<file path="src/rtl/iterative_multiplier_if.sv">
// Operand/result bundle between the register-file read/write ports and the iterative multiplier.
// The master drives the request fields and the slave (the multiplier) drives status and write-back.
interface iterative_multiplier_if #(
    parameter int WIDTH  = 64,
    parameter int ADDR_W = 5
);
    logic              Start;
    logic              Flush;
    logic              Hi;
    logic [WIDTH-1:0]  BusA;
    logic [WIDTH-1:0]  BusB;
    logic [ADDR_W-1:0] Rd;
    logic              Busy;
    logic [WIDTH-1:0]  BusW;
    logic [ADDR_W-1:0] RW;
    logic              RegWr;

    modport master (
        output Start, Flush, Hi, BusA, BusB, Rd,
        input  Busy, BusW, RW, RegWr
    );

    modport slave (
        input  Start, Flush, Hi, BusA, BusB, Rd,
        output Busy, BusW, RW, RegWr
    );
endinterface

</file>
<file path="src/rtl/iterative_multiplier.sv">
// Unsigned shift-add multiplier, one multiplier bit per clock; MUL_HIGH_EN adds the UMULH (Hi) path.
// Latency: RegWr pulses WIDTH+1 edges after the accepting edge; fixed, with no early exit.
// Backpressure: Start is taken only in IDLE and never queued; Flush aborts with no write-back.
module iterative_multiplier #(
    parameter int WIDTH  = 64,
    parameter int ADDR_W = 5
) (
    input  logic                  Clk,
    input  logic                  Reset_n,
    iterative_multiplier_if.slave bus
);
`ifdef MUL_HIGH_EN
    localparam int ACC_W = 2 * WIDTH;
`else
    localparam int ACC_W = WIDTH;
`endif
    localparam int CNT_W = $clog2(WIDTH);

    typedef enum logic [1:0] {S_IDLE, S_RUN, S_WB} state_t;

    state_t            r_state;
    logic [ACC_W-1:0]  r_acc;
    logic [ACC_W-1:0]  r_mcand;
    logic [WIDTH-1:0]  r_mplier;
    logic [CNT_W-1:0]  r_cnt;
    logic [ADDR_W-1:0] r_rd;
    logic              r_busy;
    logic              r_regwr;
    logic [WIDTH-1:0]  r_busw;
    logic [ADDR_W-1:0] r_rw;
    logic [WIDTH-1:0]  w_result;

`ifdef MUL_HIGH_EN
    logic r_hi;
    assign w_result = r_hi ? r_acc[ACC_W-1:WIDTH] : r_acc[WIDTH-1:0];
`else
    logic w_unused_hi;
    assign w_unused_hi = bus.Hi;
    assign w_result    = r_acc;
`endif

    always_ff @(posedge Clk or negedge Reset_n) begin
        if (!Reset_n) begin
            r_state  <= S_IDLE;
            r_acc    <= '0;
            r_mcand  <= '0;
            r_mplier <= '0;
            r_cnt    <= '0;
            r_rd     <= '0;
            r_busy   <= 1'b0;
            r_regwr  <= 1'b0;
            r_busw   <= '0;
            r_rw     <= '0;
`ifdef MUL_HIGH_EN
            r_hi     <= 1'b0;
`endif
        end else begin
            r_regwr <= 1'b0;
            // Flush outranks every state, including the WB cycle that would raise RegWr.
            if (bus.Flush) begin
                r_state <= S_IDLE;
                r_busy  <= 1'b0;
            end else begin
                case (r_state)
                    S_IDLE: begin
                        if (bus.Start) begin
                            r_mcand  <= ACC_W'(bus.BusA);
                            r_mplier <= bus.BusB;
                            r_rd     <= bus.Rd;
                            r_acc    <= '0;
                            r_cnt    <= '0;
                            r_busy   <= 1'b1;
                            r_state  <= S_RUN;
`ifdef MUL_HIGH_EN
                            r_hi     <= bus.Hi;
`endif
                        end
                    end
                    S_RUN: begin
                        if (r_mplier[0]) begin
                            r_acc <= r_acc + r_mcand;
                        end
                        r_mcand  <= r_mcand << 1;
                        r_mplier <= r_mplier >> 1;
                        r_cnt    <= r_cnt + 1'b1;
                        if (r_cnt == CNT_W'(WIDTH - 1)) begin
                            r_state <= S_WB;
                        end
                    end
                    S_WB: begin
                        r_busw  <= w_result;
                        r_rw    <= r_rd;
                        r_regwr <= 1'b1;
                        r_busy  <= 1'b0;
                        r_state <= S_IDLE;
                    end
                    default: begin
                        r_state <= S_IDLE;
                        r_busy  <= 1'b0;
                    end
                endcase
            end
        end
    end

    assign bus.Busy  = r_busy;
    assign bus.BusW  = r_busw;
    assign bus.RW    = r_rw;
    assign bus.RegWr = r_regwr;
endmodule

</file>
<file path="src/flat_wrapper.sv">
// flat-port wrapper written by rule: the top's interface ports become plain ports
module iterative_multiplier_flat 
#(
    parameter int WIDTH  = 64,
    parameter int ADDR_W = 5
)
  (Clk, Reset_n, bus_Start, bus_Flush, bus_Hi, bus_BusA, bus_BusB, bus_Rd, bus_Busy, bus_BusW, bus_RW, bus_RegWr);
  iterative_multiplier_if #(.WIDTH(WIDTH), .ADDR_W(ADDR_W)) bus_i ();
  input  logic Clk;
  input  logic Reset_n;
  input wire logic [$bits(bus_i.Start)-1:0] bus_Start;
  input wire logic [$bits(bus_i.Flush)-1:0] bus_Flush;
  input wire logic [$bits(bus_i.Hi)-1:0] bus_Hi;
  input wire logic [$bits(bus_i.BusA)-1:0] bus_BusA;
  input wire logic [$bits(bus_i.BusB)-1:0] bus_BusB;
  input wire logic [$bits(bus_i.Rd)-1:0] bus_Rd;
  output wire logic [$bits(bus_i.Busy)-1:0] bus_Busy;
  output wire logic [$bits(bus_i.BusW)-1:0] bus_BusW;
  output wire logic [$bits(bus_i.RW)-1:0] bus_RW;
  output wire logic [$bits(bus_i.RegWr)-1:0] bus_RegWr;
  assign bus_i.Start = bus_Start;
  assign bus_i.Flush = bus_Flush;
  assign bus_i.Hi = bus_Hi;
  assign bus_i.BusA = bus_BusA;
  assign bus_i.BusB = bus_BusB;
  assign bus_i.Rd = bus_Rd;
  assign bus_Busy = bus_i.Busy;
  assign bus_BusW = bus_i.BusW;
  assign bus_RW = bus_i.RW;
  assign bus_RegWr = bus_i.RegWr;
  iterative_multiplier #(.WIDTH(WIDTH), .ADDR_W(ADDR_W)) u_core (.Clk(Clk), .Reset_n(Reset_n), .bus(bus_i));
endmodule
</file>
<file path="config.mk">
export PLATFORM = sky130hd
export DESIGN_NAME = iterative_multiplier_flat
export DESIGN_NICKNAME = d
export VERILOG_FILES = /design/src/rtl/iterative_multiplier_if.sv /design/src/rtl/iterative_multiplier.sv /design/src/flat_wrapper.sv
export SDC_FILE = /design/constraint.sdc
export NUM_CORES = 1
export LEC_CHECK = 0
export BUFFER_PORTS_ARGS = -buffer_cell sky130_fd_sc_hd__buf_2
export CAP_MARGIN = 25
export CORE_AREA = 2 2 176 178
export DETAILED_ROUTE_END_ITERATION = 16
export DIE_AREA = 0 0 178 180
export PLACE_DENSITY_LB_ADDON = 0.25
export SETUP_SLACK_MARGIN = 0.4
export SYNTH_ARGS = -nofsm -noshare
export SYNTH_HDL_FRONTEND = slang
export SYNTH_SLANG_ARGS = --single-unit
</file>
<file path="constraint.sdc">
create_clock -name Clk -period 8.8 [get_ports Clk]
set_input_delay 1.32 -clock Clk [delete_from_list [all_inputs] [get_ports Clk]]
set_output_delay 1.32 -clock Clk [all_outputs]
set_load 0.05 [all_outputs]
</file>
==> metrics.md, run 1 <==
| Metric | Value |
|---|---|
| Drt wl/cell | 16.5 um |
| Die H | between 150 and 200 um |
| Antenna violations before repair | 6 |
| Crit path max-delay family | compound AO/OA/AOI/OAI gates |
| Htree depth | 1 |
| Input/output buffers | 207 |
| Vias in the first global route | 12,100 |
| Register bit count reported by yosys | around 280 |
| CP Launch Type | flop |
| Seq/Total Area, Yosys | roughly 47% |
| CTS buffer count | 31 |
| Met1 Track Usage GR | 32.3% |
| DR iter-0 viols | 810 |
| Crit. End Element | flop |
| Tightest Hold Check Type | reg2reg |
| WL final | 36,400 um |
| Clk Latency, worst-skew pair | 560 ps |
| Total number of vias | 12,400 |
| DP Wirelength | 24,900 um |
| Post-synthesis mux area share | 5.76% |
| Vias per std cell | 5.60 |
| Placed cell area | 16,100 um2 |
| Clock transition at path regs | around 60 ps |
| Die footprint | 32,000 um2 |
| # setup viols final | 0 |
| Lkg Pwr | around 0.0083 uW |
| Num rows | 64 |
| Ys async rst share | 100% |
| Tmin final | 3770 ps |
| DRC Markers | 0 |
| Postcts setup bufs | 0 |
| Cell Pwr Density | 318 nW/um2 |
| Reg2reg path depth | 13 |
| Final nets | about 2,000 |
| Final Max Tran Viols | 0 |
| Largest area contributor in the synthesized netlist | dfrtp_1 |
| Commonest cells post-synth | nand2_1, dfrtp_1, nor2_1, a31oi_1, clkbuf_1 |
| Post_cts resized | 0 |
| Pre-antenna DRT Iters | 5 |
| Final instance area | 17,200 um2 |
| Switch share | 39.3% |
| Worst EP arrival | 4200 ps |
| Synth Cell Area | around 15,000 um2 |
| Max Freq | around 0.27 GHz |
| Largest family of logic cells by synthesized area | compound AO/OA/AOI/OAI gates |
| Compound-Gate Fraction of Synth Area | 18.2% |
| Simple-Gate Fraction of Synth Area | between 15 and 20% |
| Critical path class | reg2reg |
| Gate Count Post-Synth | 1,649 |
| Count leader, synth | nand2_1 |
| Area contributors post-synth | dfrtp_1, nand2_1, a31oi_1, mux2_2, ha_1 |
| Post-synth EDFFs | 0 |
| Clk root buf | clkbuf_16 |
| Yosys warning count | 0 |
| Share of cells above drive strength 1 | 19.6% |
| Maxcap violations | 0 |
| Hold Crit Depth | 1 |
| Gr busiest metal | met2 |
| CTS tree | built |
| Sum Neg Setup Slack | 0 ps |
| Syn Area/Cell | 8.98 um2 |
| Largest net degree at the start of global routing | 135 |
| Hold_buf cts | 0 |
| Worst Path Max Fanout | 5 |
| Measured slew at the worst slew-check pin | 1040 ps |
| Area grow syn2layout | 15.8% |
| Slowest stage delay, CP | between 500 and 600 ps |
| Initial Util | 49.1% |
| Syn Nets | 1,852 |
| Distinct cell type count after synthesis | 64 |
| Met2 usage | around 36% |
| Crit path depth | 13 |
| Final period utilization | between 40% and 50% |
| Worst path required time | 9230 ps |
| Critical path's slowest cell | o41a_1 |
| Clock power share | 25.1% |
| Post-route ant nets | 0 |
| CTS sink cnt | around 280 |
| Final Hold Fails | 0 |
| Met3 Use GR | 4.93% |
| Grt total ovfl | 0 |
| WP buf/inv | 1 |
| Post-synthesis adder-cell area fraction | 5.54% |
| Internal power | roughly 3300 uW |
| Width of the die | 178 um |
| Fillers | 2,738 |
| Boundary Pins | 209 |
| Final Skew | 10.6 ps |
| Peak VDD IR | 0.000146 V |
| Combinational group share of total power | a little over two fifths |
| Share of the synthesized area in the top cell type | 46.6% |
| Net load switching power | 2140 uW |
| Worst-path cell chain | ha_1, inv_1, fa_1, and2b_1, o211ai_1, a31oi_2, a21boi_1, o41a_1, o31ai_2, a21oi_1, o21ai_1, mux2i_1, nand3_1 |
| Status | finished, final reports clean |
| Routability cong. | 0.894 |
| Reg power frac | ~33% |
| RSZ-0062 raised after global routing | false |
| Post-Synth XOR/XNOR Area | 3.43% |
| CORE AREA | 30,200 um2 |
| First-pass GRT wire length | 61,000 um |
| Relative slew slack | 30.4% |
| Global-route usage over all layers | a little under a quarter |
| Synth Flop Type | dfrtp_1 |
| Clk buf depth | 3 |
routing by layer:
layer  up-vias  share of wire, %
met3        50               6.8
met4         6               2.0
met2       338                46
met1      5913                45
met5         -             0.093
li1       6081                 -
cell families after synthesis:
logic type,after synthesis
buffers and inverters,125
flip-flops,276
multiplexers,76
AND/OR/NAND/NOR,619
AO/OA/AOI/OAI,430
XOR/XNOR,58
adder cells (fa/ha/maj),65
state kept, by name, summed over array words and instances, names as in the netlist:
register and flops:
u_core.r_acc 64, u_core.r_cnt 6, u_core.bus.RW 5, u_core.r_state 2
u_core.r_mcand 64, u_core.bus.BusW 64, u_core.r_rd 5, u_core.bus.Busy 1
u_core.r_mplier 64, u_core.bus.RegWr 1
cells in the final DEF, fill, tap and decap left out, types with 11 or more instances in the layout:
cell type | Yosys | final
ha_1 | 64 | 64
mux2_2 | 74 | 74
clkbuf_16 | 0 | 31
o21ai_0 | 87 | 87
xnor2_1 | 30 | 30
nor2_1 | 167 | 167
nor3_1 | 11 | 11
buf_2 | 6 | 206
a31oi_1 | 136 | 136
o21bai_1 | 16 | 16
o21ai_1 | 15 | 15
dfrtp_1 | 276 | 276
inv_1 | 16 | 16
a21oi_1 | 74 | 73
nand4_1 | 20 | 20
a21o_1 | 31 | 31
nand2_1 | 360 | 360
xor2_1 | 28 | 28
nand3_1 | 15 | 15
area by class of cell:
cell class	instances	area (um2)	area share [%]
antenna	4	10.0	0.0584
clock buffer	43	881	5.14
clock inverter	14	206	1.20
inverter	16	60.1	0.350
multi-input combinational	1248	7470	43.6
sequential	276	6910	40.3
tap	396	495	2.89
timing repair buffer	217	1120	6.54
power groups by stage:
stage	Combinational, uW	Clock [uW]	Sequential (uW)
final	2320	1370	1770
after global routing	2620	1460	1810
after CTS	2300	1400	1770
after detailed placement	2290	0	1790
after global placement	2240	0	1780
after floorplan	1820	0	1700
final timing paths:
check,start,end,slack (ps)
max reg2reg,u_core.r_mcand[0],u_core.r_acc[62],5030
max,u_core.r_mcand[0],u_core.r_acc[62],5030
max in group asynchronous,Reset_n,u_core.r_cnt[5],6360
min in group asynchronous,Reset_n,u_core.bus.BusW[32],890
min,u_core.bus.BusW[51],u_core.bus.BusW[51],500
min reg2reg,u_core.bus.BusW[51],u_core.bus.BusW[51],500
stage by stage:
| stage | utilization [%] | total power (uW) | hold WS [ps] | instances | setup slack, ps |
|---|---|---|---|---|---|
| global placement | 53.2 | 4020 | 483 | 2153 | 5050 |
| floorplan | - | 3520 | 464 | 1649 | 5680 |
| finish | 56.8 | 5450 | 501 | 2214 | 5030 |
| global route | 56.8 | 5890 | 511 | 2211 | 4820 |
| detailed placement | 53.2 | 4080 | 489 | 2153 | 5050 |
| CTS | 56.8 | 5470 | 504 | 2210 | 5020 |
No activity file was read; power rests on OpenSTA's default activity.
==> inputs of run 2 (changes only) <==
ABC_AREA = 1   (was not set)
CORE_AREA = 2 2 189 191   (was 2 2 176 178)
DIE_AREA = 0 0 191 193   (was 0 0 178 180)
clock period = 3.5 ns   (was 8.8 ns; I/O delays follow)
==> metrics.md, run 2 <==
| Metric | Value |
|---|---|
| Status | finished with violations |
| Failing checks | hold timing |
| CP Launch Type | flop |
| Register bit count reported by yosys | 276 (unchanged) |
| Gate Count Post-Synth | 2,563 (+55%) |
| CTS buffer count | 31 (unchanged) |
| Clk buf depth | 3 (unchanged) |
| DR iter-0 viols | 967 (+19%) |
| Antenna violations before repair | 6 (unchanged) |
| Final nets | 2,939 (+47%) |
| Post-synthesis mux area share | 0% (-5.8 points) |
| Clk root buf | clkbuf_16 |
| Die H | 193 um (+7.2%) |
| # setup viols final | 0 (unchanged) |
| Most common cell after layout, fill and taps aside | nand2_1 |
| Global-route usage over all layers | 25.8% (+2.8 points) |
| Input/output buffers | 207 (unchanged) |
| DRC Markers | 0 (unchanged) |
| Tmin final | 2540 ps (-1230 ps) |
| Largest family of logic cells by synthesized area | simple AND/OR/NAND/NOR gates |
| Worst EP arrival | 3020 ps (-1180 ps) |
| Commonest cells post-synth | nand2_1, inv_1, dfrtp_1, o21ai_0, o211ai_1 |
| Post-Synth XOR/XNOR Area | 0.153% (-3.3 points) |
| Area contributors post-synth | dfrtp_1, nand2_1, inv_1, o21ai_0, o211ai_1 |
| Lkg Pwr | 0.0112 uW (+35%) |
| Yosys warning count | 0 (unchanged) |
| Ys async rst share | 100% (unchanged) |
| Sum Neg Setup Slack | 0 ps (unchanged) |
| Pre-antenna DRT Iters | 6 (+1) |
| Final Skew | 16.5 ps (+5.90 ps) |
| Worst Path Max Fanout | 5 (unchanged) |
| Tightest Hold Check Type | in2async |
| Final Hold Fails | 22 (+22) |
| Htree depth | 1 (unchanged) |
| Grt total ovfl | 0 (unchanged) |
| Min Hold Slack | -24.1 ps (-525 ps) |
| WL final | 46,700 um (+28%) |
| Peak VDD IR | 0.000491 V (+240%) |
| Worst path required time | 3970 ps (-5260 ps) |
| Syn Nets | 2,766 (+49%) |
| Final Max Tran Viols | 0 (unchanged) |
| Measured slew at the worst slew-check pin | 992 ps (-53.0 ps) |
| CTS tree | built |
| Clk Latency, worst-skew pair | 590 ps (+30 ps) |
| Distinct cell type count after synthesis | 34 (-47%) |
| Share of cells above drive strength 1 | 10.5% (-9.1 points) |
| Critical path class | reg2reg |
| CORE AREA | 35,000 um2 (+16%) |
| Count leader, synth | nand2_1 |
| Area grow syn2layout | 15.1% |
| RSZ-0062 raised after global routing | false |
| Post-synthesis adder-cell area fraction | 4.77% (-0.77 points) |
| Hold_buf cts | 0 (unchanged) |
| Clock transition at path regs | 60 ps (about the same) |
| ANT cells | 0 (-4) |
| Simple-Gate Fraction of Synth Area | 27.7% (+10 points) |
| First-pass GRT wire length | 75,900 um (+24%) |
| Postcts setup bufs | 0 (unchanged) |
| DP Wirelength | 35,300 um (+41%) |
| Synth Cell Area | 17,200 um2 (+16%) |
| Post_cts resized | 0 (unchanged) |
| Seq/Total Area, Yosys | 40.2% (-6.5 points) |
| Crit. End Element | flop |
| Maxcap violations | 0 (unchanged) |
| Compound-Gate Fraction of Synth Area | 14.4% (-3.8 points) |
| Largest net degree at the start of global routing | 258 (+91%) |
| Synth Flop Type | dfrtp_1 |
| Die footprint | 36,900 um2 (+15%) |
| Vias in the first global route | 15,200 (+25%) |
| Num rows | 69 (+7.8%) |
| CTS sink cnt | 276 (unchanged) |
| Final instance area | 19,800 um2 (+15%) |
| Largest area contributor in the synthesized netlist | dfrtp_1 |
| Total number of vias | 16,000 (+29%) |
| Relative slew slack | 33.9% (+3.5 points) |
| Routability cong. | 0.948 (+6.1%) |
| Initial Util | 49.2% (+0.14 points) |
| Vias per std cell | 4.95 (-12%) |
| Placed cell area | 18,700 um2 (+16%) |
| Syn Area/Cell | 6.71 um2 (-25%) |
| Drt wl/cell | 14.5 um (-12%) |
| Commonest non-fill, non-tap cells in the layout | nand2_1, inv_1, dfrtp_1 |
| Post-route ant nets | 0 (unchanged) |
| Width of the die | 191 um (+7.3%) |
| Max Freq | 0.393 GHz (+48%) |
| Share of the synthesized area in the top cell type | 40.2% (-6.5 points) |
| Cell Pwr Density | 566 nW/um2 (+78%) |
| Boundary Pins | 209 (unchanged) |
| Final period utilization | 72.7% (+30 points) |
| Post-synth EDFFs | 0 (unchanged) |
[run 2: worst max-delay path: stages (launching register included)]
cell	delay, ps
dfrtp_1	360
ha_1	180
inv_1	60
fa_1	350
inv_1	140
nand3_1	90
nand2_1	140
nand3_1	100
nand3_1	230
nand2_1	80
nand2_1	260
nand2_1	190
nand2_1	100
nand2_1	50
nand3_1	70
nand2_1	50
[run 2: area by class of cell]
| type | instances | area, um2 |
|---|---|---|
| Clock buffer | 48 | 960 |
| Tap cell | 461 | 577 |
| Multi-Input combinational cell | 1705 | 8090 |
| Timing Repair Buffer | 221 | 1220 |
| Clock inverter | 10 | 165 |
| Inverter | 501 | 1880 |
| Sequential cell | 276 | 6910 |
| Fill cell | 3523 | 15200 |
[run 2: final timing paths]
kind,depth (start not counted),slack (ps),startpoint,endpoint
hold / removal,1,-20,Reset_n,u_core.r_mplier[49]
setup reg to reg,15,960,u_core.r_mcand[0],u_core.r_acc[60]
min in group Clk,3,150,bus_Rd[0],u_core.r_rd[0]
hold reg to reg,2,470,u_core.bus.BusW[44],u_core.bus.BusW[44]
max in group asynchronous,2,2650,Reset_n,u_core.r_mplier[7]
setup / recovery,15,960,u_core.r_mcand[0],u_core.r_acc[60]
[run 2: cells by family after synthesis]
group	Yosys count
and+or+nand+nor	1217
buffers and inverters	582
DFF	276
xor gates and xnor gates	3
AOI/OAI and AO/OA	420
adders and majority gates	65
[run 2: metal layers]
metal / GRT usage, % / up-vias / wire [um] / part of all wire, %
li1: - / 8304 / - / -
met1: 35.0 / 7203 / 21800 / 47
met2: 42.3 / 372 / 20500 / 44
met3: 5.92 / 65 / 3330 / 7.1
met4: 5.28 / 8 / 956 / 2.0
met5: 0 / - / 52 / 0.11
[run 2: where the power goes]
group / leakage (uW) / internal [uW] / total [uW] / switching (uW)
registers: 0.00358 / 3720 / 4030 / 307
logic: 0.00706 / 1170 / 3670 / 2500
clock network: 0.000560 / 2170 / 3510 / 1330
total: 0.0112 / 7070 / 11200 / 4140
[run 2: metrics by stage]
| stage | setup WS [ps] | utilization [%] | cells | power, uW |
|---|---|---|---|---|
| 2_1_floorplan | 1600 | - | 2563 | 6640 |
| 3_3_place_gp | 574 | 53.3 | 3163 | 7640 |
| 3_5_place_dp | 1010 | 53.4 | 3164 | 7730 |
| 4_1_cts | 1000 | 56.6 | 3222 | 11300 |
| 5_1_grt | 751 | 56.6 | 3222 | 12000 |
| 6_report | 957 | 56.6 | 3222 | 11200 |
